<file path="src/rtl/arbitro_memdados_if.sv">
// Bus bundle between the two requesters, the arbiter and the single-port data memory.
// slave is the arbiter's view; master is the requester/memory side.
`timescale 1ns/1ps
interface arbitro_memdados_if #(
  parameter int AW = 7,
  parameter int DW = 32
);
  logic          req0, req1;
  logic          wr0, wr1;
  logic [AW-1:0] end0, end1;
  logic [DW-1:0] dado0, dado1;
  logic          ack0, ack1;
  logic [DW-1:0] leitura;
  logic          ocupado;
  logic          mem_escrita;
  logic          mem_ck;
  logic [AW-1:0] mem_endereco;
  logic [DW-1:0] mem_dado;
  logic [DW-1:0] mem_leitura;

  modport slave (
    input  req0, req1, wr0, wr1, end0, end1, dado0, dado1, mem_leitura,
    output ack0, ack1, leitura, ocupado, mem_escrita, mem_ck, mem_endereco, mem_dado
  );

  modport master (
    output req0, req1, wr0, wr1, end0, end1, dado0, dado1, mem_leitura,
    input  ack0, ack1, leitura, ocupado, mem_escrita, mem_ck, mem_endereco, mem_dado
  );
endinterface

</file>
<file path="src/rtl/arbitro_memdados.sv">
// Round-robin arbiter/sequencer giving the CPU (port 0) and the context-save engine
// (port 1) one-at-a-time access to the single-port 128-word data memory.
//
// state   | meaning
// OCIOSO  | idle, arbitrating between req0/req1
// ACESSO  | memory cycle: write-enable or read strobe from latched request
// ESPERA  | read only: memory data captured into leitura
// CONCLUI | ack pulse to the granted port, round-robin pointer updated
`timescale 1ns/1ps
module arbitro_memdados #(
  parameter int AW = 7,
  parameter int DW = 32
) (
  input  logic              clk,
  input  logic              reset,
  arbitro_memdados_if.slave bus
);

  typedef enum logic [1:0] {OCIOSO, ACESSO, ESPERA, CONCLUI} estado_t;

  estado_t       estado, prox;
  logic          concede;
  logic          porta_nova;
  logic          porta;
  logic          ultimo;
  logic          wr_q;
  logic [AW-1:0] end_q;
  logic [DW-1:0] dado_q;
  logic [DW-1:0] leitura_q;

  always_ff @(posedge clk or negedge reset) begin
    if (!reset) estado <= OCIOSO;
    else        estado <= prox;
  end

  always_comb begin
    prox       = estado;
    concede    = 1'b0;
    porta_nova = 1'b0;
    case (estado)
      OCIOSO: begin
        if (bus.req0 || bus.req1) begin
          concede = 1'b1;
          // on a tie the port that was served last yields
          if (bus.req0 && bus.req1) porta_nova = ~ultimo;
          else                      porta_nova = bus.req1;
          prox = ACESSO;
        end
      end
      ACESSO:  prox = wr_q ? CONCLUI : ESPERA;
      ESPERA:  prox = CONCLUI;
      CONCLUI: prox = OCIOSO;
      default: prox = OCIOSO;
    endcase
  end

  always_ff @(posedge clk or negedge reset) begin
    if (!reset) begin
      porta     <= 1'b0;
      ultimo    <= 1'b1;
      wr_q      <= 1'b0;
      end_q     <= '0;
      dado_q    <= '0;
      leitura_q <= '0;
    end else begin
      if (concede) begin
        porta  <= porta_nova;
        wr_q   <= porta_nova ? bus.wr1   : bus.wr0;
        end_q  <= porta_nova ? bus.end1  : bus.end0;
        dado_q <= porta_nova ? bus.dado1 : bus.dado0;
      end
      if (estado == ESPERA)  leitura_q <= bus.mem_leitura;
      if (estado == CONCLUI) ultimo    <= porta;
    end
  end

  assign bus.mem_escrita  = (estado == ACESSO) &&  wr_q;
  assign bus.mem_ck       = (estado == ACESSO) && !wr_q;
  assign bus.mem_endereco = end_q;
  assign bus.mem_dado     = dado_q;
  assign bus.ack0         = (estado == CONCLUI) && !porta;
  assign bus.ack1         = (estado == CONCLUI) &&  porta;
  assign bus.ocupado      = (estado != OCIOSO);
  assign bus.leitura      = leitura_q;

endmodule

</file>
<file path="src/flat_wrapper.sv">
// flat-port wrapper written by rule: the top's interface ports become plain ports
module arbitro_memdados_flat 
#(
  parameter int AW = 7,
  parameter int DW = 32
)
  (clk, reset, bus_req0, bus_req1, bus_wr0, bus_wr1, bus_end0, bus_end1, bus_dado0, bus_dado1, bus_mem_leitura, bus_ack0, bus_ack1, bus_leitura, bus_ocupado, bus_mem_escrita, bus_mem_ck, bus_mem_endereco, bus_mem_dado);
  arbitro_memdados_if #(.AW(AW), .DW(DW)) bus_i ();
  input  logic clk;
  input  logic reset;
  input wire logic [$bits(bus_i.req0)-1:0] bus_req0;
  input wire logic [$bits(bus_i.req1)-1:0] bus_req1;
  input wire logic [$bits(bus_i.wr0)-1:0] bus_wr0;
  input wire logic [$bits(bus_i.wr1)-1:0] bus_wr1;
  input wire logic [$bits(bus_i.end0)-1:0] bus_end0;
  input wire logic [$bits(bus_i.end1)-1:0] bus_end1;
  input wire logic [$bits(bus_i.dado0)-1:0] bus_dado0;
  input wire logic [$bits(bus_i.dado1)-1:0] bus_dado1;
  input wire logic [$bits(bus_i.mem_leitura)-1:0] bus_mem_leitura;
  output wire logic [$bits(bus_i.ack0)-1:0] bus_ack0;
  output wire logic [$bits(bus_i.ack1)-1:0] bus_ack1;
  output wire logic [$bits(bus_i.leitura)-1:0] bus_leitura;
  output wire logic [$bits(bus_i.ocupado)-1:0] bus_ocupado;
  output wire logic [$bits(bus_i.mem_escrita)-1:0] bus_mem_escrita;
  output wire logic [$bits(bus_i.mem_ck)-1:0] bus_mem_ck;
  output wire logic [$bits(bus_i.mem_endereco)-1:0] bus_mem_endereco;
  output wire logic [$bits(bus_i.mem_dado)-1:0] bus_mem_dado;
  assign bus_i.req0 = bus_req0;
  assign bus_i.req1 = bus_req1;
  assign bus_i.wr0 = bus_wr0;
  assign bus_i.wr1 = bus_wr1;
  assign bus_i.end0 = bus_end0;
  assign bus_i.end1 = bus_end1;
  assign bus_i.dado0 = bus_dado0;
  assign bus_i.dado1 = bus_dado1;
  assign bus_i.mem_leitura = bus_mem_leitura;
  assign bus_ack0 = bus_i.ack0;
  assign bus_ack1 = bus_i.ack1;
  assign bus_leitura = bus_i.leitura;
  assign bus_ocupado = bus_i.ocupado;
  assign bus_mem_escrita = bus_i.mem_escrita;
  assign bus_mem_ck = bus_i.mem_ck;
  assign bus_mem_endereco = bus_i.mem_endereco;
  assign bus_mem_dado = bus_i.mem_dado;
  arbitro_memdados #(.AW(AW), .DW(DW)) u_core (.clk(clk), .reset(reset), .bus(bus_i));
endmodule
</file>
<file path="config.mk">
export PLATFORM = sky130hd
export DESIGN_NAME = arbitro_memdados_flat
export DESIGN_NICKNAME = d
export VERILOG_FILES = /design/src/rtl/arbitro_memdados_if.sv /design/src/rtl/arbitro_memdados.sv /design/src/flat_wrapper.sv
export SDC_FILE = /design/constraint.sdc
export NUM_CORES = 1
export LEC_CHECK = 0
export ABC_AREA = 0
export BUFFER_PORTS_ARGS = -buffer_cell sky130_fd_sc_hd__clkbuf_2
export CAP_MARGIN = 20
export CORE_ASPECT_RATIO = 0.6
export CORE_MARGIN = 2
export CORE_UTILIZATION = 40
export DETAILED_ROUTE_END_ITERATION = 6
export PLACE_DENSITY = 0.74
export SLEW_MARGIN = 20
export SYNTH_ARGS = -nofsm -noshare
export SYNTH_HDL_FRONTEND = slang
export SYNTH_SLANG_ARGS = --single-unit
</file>
<file path="constraint.sdc">
create_clock -name clk -period 1.5 [get_ports clk]
set_input_delay 0.15 -clock clk [delete_from_list [all_inputs] [get_ports clk]]
set_output_delay 0.15 -clock clk [all_outputs]
set_load 0.02 [all_outputs]
</file>
==> results by group <==
Floorplanning
  • Rows: 26
  • Die Wd: 125 um
  • Ports: 192
  • Die height: 76.9 um
  • Starting utilization of the core area: 41.4%
  • Die area: 9640 um^2
  • Core area: 8560 um^2

STA
  • Crit path setup slack, layout: 0.00429 ns
  • Final hold vios: 0
  • Crit share post-route: 99.7%
  • Slew headroom: 68.9%
  • Least-Margin Pin Slew: 0.467 ns
  • Clk_skew: 0.00658 ns
  • Max Fclk: 669 MHz
  • RSZ-0062 raised after global routing: yes
  • Setup violators final: 0
  • Final slew viol count: 0
  • Fin crit period: 1.50 ns

GRT
  • GRT Total Usage: 19.2%
  • First-pass GRT wire length: 15000 um
  • Vias in the first global route: 2984
  • Largest net degree at the start of global routing: 49
  • Antenna violations before repair: 0
  • Overflow after GRT: 0

Setup path
  • CP Launch Type: flop
  • Max incr delay on CP: 0.38 ns
  • Max stage delay cell, worst path: dfrtp_1
  • Arrival @ worst endpoint: 1.73 ns
  • CP Max Fanout: 16
  • CP delay by family, top: simple AND/OR/NAND/NOR gates
  • CP bufs+invs: 2
  • Cells along the critical path: inv_2 -> ha_4 -> nand2_8 -> buf_12 -> or3b_1 -> a31oi_1
  • CP Class: reg -> reg
  • CP Capture Type: flop
  • Required @ worst endpoint: 1.74 ns

Synthesis
  • Number of synthesized register bits: 76
  • Top-count cell post-synth: dfrtp_1
  • Syn Inst Count: 320
  • Post-synth cell types: 22
  • Synth async-reset ratio: 100%
  • Yosys top cell by area: dfrtp_1
  • Mean post-synth cell area: 11.1 um^2
  • EDFF count, synth: 0
  • Ys flop type: dfrtp_1
  • Sequential-to-total area share from yosys stat: 53.8%
  • Yosys top cell area share: 53.0%
  • Post-synth top cells: 75 x dfrtp_1, 41 x nor2_1, 40 x a31oi_1, 40 x or3b_1, 39 x o21ai_0
  • Synthesized area: 3540 um^2
  • Synth area leaders: dfrtp_1 53%, or3b_1 9.9%, mux2_2 9.9%
  • Ys Warns: 0
  • Net Count, Synth: 440

Job
  • Max_cap viols: 0

Outcome
  • Status: finished clean

Route
  • Post-DRT Antenna Nets: 0
  • DR iter-0 viols: 159
  • Wirelength per Cell: 15.1 um
  • Vias/cell: 5.03
  • Routed WL: 9500 um
  • First drt pass iteration count: 4
  • Vias: 3160
  • Post-route DRC: 0

Final layout
  • # diodes: 0
  • Share of layout cells above drive strength 1: 52.1%
  • Area Growth Syn to Fin: 47.1%
  • Final net count: 631
  • Final Instance Area: 5210 um^2

Pwr
  • Peak supply drop: 0.00109 V
  • Leakage: 2.44 nW
  • Pwr Density: 2300 nW/um^2

Clocking
  • Clk root buf: clkbuf_16
  • Clk buf depth: 2
  • CTS tree: yes
  • CTS clk-pin slew, worst paths: 0.06 ns
  • CTS Sinks: 76
  • # H-tree levels: 3
  • Worst-skew pair later-pin latency: 0.32 ns
  • CTS Buf Count: 9

Placed design
  • Cell area after placement: 4650 um^2
  • Final HPWL DP: 6610 um
  • DP Worst Slack: -0.120 ns
  • Placer Congestion: 0.836
  • Count of port buffers added during placement: 191

Min path
  • Class of the tightest hold or removal check: in -> reg
what timing repair did:
action / CTS / global route
gates cloned: 2 / 2
endpoints found under the hold margin: 32 / 0
hold buffers: 1 / 0
setup endpoints to repair: 44 / 50
pin swaps: 11 / 27
gates resized for setup: 12 / 26
buffers inserted: 1 / 0
cells by family after synthesis:
kind of cell	after synthesis	share of synthesized area [%]
flops	76	53.8
compound gates	84	13.5
mux	34	10.8
buf+inv	34	5.02
simple gates	88	15.5
fa+ha+maj	4	1.41
state kept, by name, indices dropped and copies added (netlist names):
register	flops
u_core.bus.leitura	32
u_core.ultimo	1
u_core.estado	2
u_core.wr_q	1
u_core.bus.mem_dado	32
u_core.bus.mem_endereco	7
u_core.porta	1
through the flow:
stage	setup TNS [ns]	total power [W]	hold WS (ns)	std cells	util, %
detailed placement	-3.07	0.00922	0.141	606	54.4
floorplan	-0.0136	0.00725	-0.146	320	-
global placement	-0.274	0.00901	0.135	606	54.4
CTS	-0.0900	0.0118	0.0421	626	59.5
finish	0	0.0120	0.0562	628	60.9
global route	-1.14	0.0128	0.0464	628	60.9
worst register-to-register path, stage by stage, from the launching register on:
cell and delay (ns):
dfrtp_1 0.38, inv_2 0.09, ha_4 0.17, nand2_8 0.08, buf_12 0.16, or3b_1 0.35, a31oi_1 0.18
cells in the final DEF, fill, tap and decap left out, types with 2 or more instances in the layout:
cell type	count
or3b_1	40
mux2_2	31
mux2_1	3
inv_2	2
dfrtp_1	75
clkbuf_2	185
clkbuf_16	11
and2_4	2
buf_4	10
ha_4	3
o21ai_1	13
o21ai_0	28
bufinv_16	2
clkinvlp_4	3
buf_12	6
inv_1	2
a31oi_1	40
nor2_1	41
clkbuf_8	2
report_power, final:
part           leakage (nW)  internal [W]  switching [W]  total, W
clock network         0.151       0.00150       0.000804   0.00230
logic                  1.43       0.00260        0.00340   0.00599
registers             0.862       0.00312       0.000570   0.00369
total                  2.44       0.00722        0.00477    0.0120
layer usage:
| layer | vias to the layer above | routed length, um | GRT usage [%] |
|---|---|---|---|
| met5 | - | 0 | 0 |
| met4 | 0 | 29 | 3.78 |
| met3 | 4 | 793 | 7.26 |
| met2 | 135 | 4430 | 31.0 |
| met1 | 1466 | 4250 | 25.0 |
| li1 | 1555 | - | - |
worst paths after layout:
path	startpoint	to	slack, ns	cells past startpoint
hold reg to reg	u_core.bus.leitura[4]	u_core.bus.leitura[4]	0.49	1
min in group asynchronous	reset	u_core.bus.mem_endereco[3]	0.33	2
hold / removal	bus_mem_leitura[27]	u_core.bus.leitura[27]	0.06	2
setup / recovery	u_core.estado[0]	u_core.wr_q	0.004	6
setup reg to reg	u_core.estado[0]	u_core.wr_q	0.004	6
max in group asynchronous	reset	u_core.bus.leitura[1]	0.58	3
final cells by class:
type,instances,area (um^2)
fillers,719,3350
flip-flops and latches,76,1900
multi-input cells,210,1540
repair buffers,210,1290
clock buffers,10,239
well taps,112,140
clock inverters,6,87.6
inverters,4,15.0
Note: power is estimated with default switching activity, not from simulation.
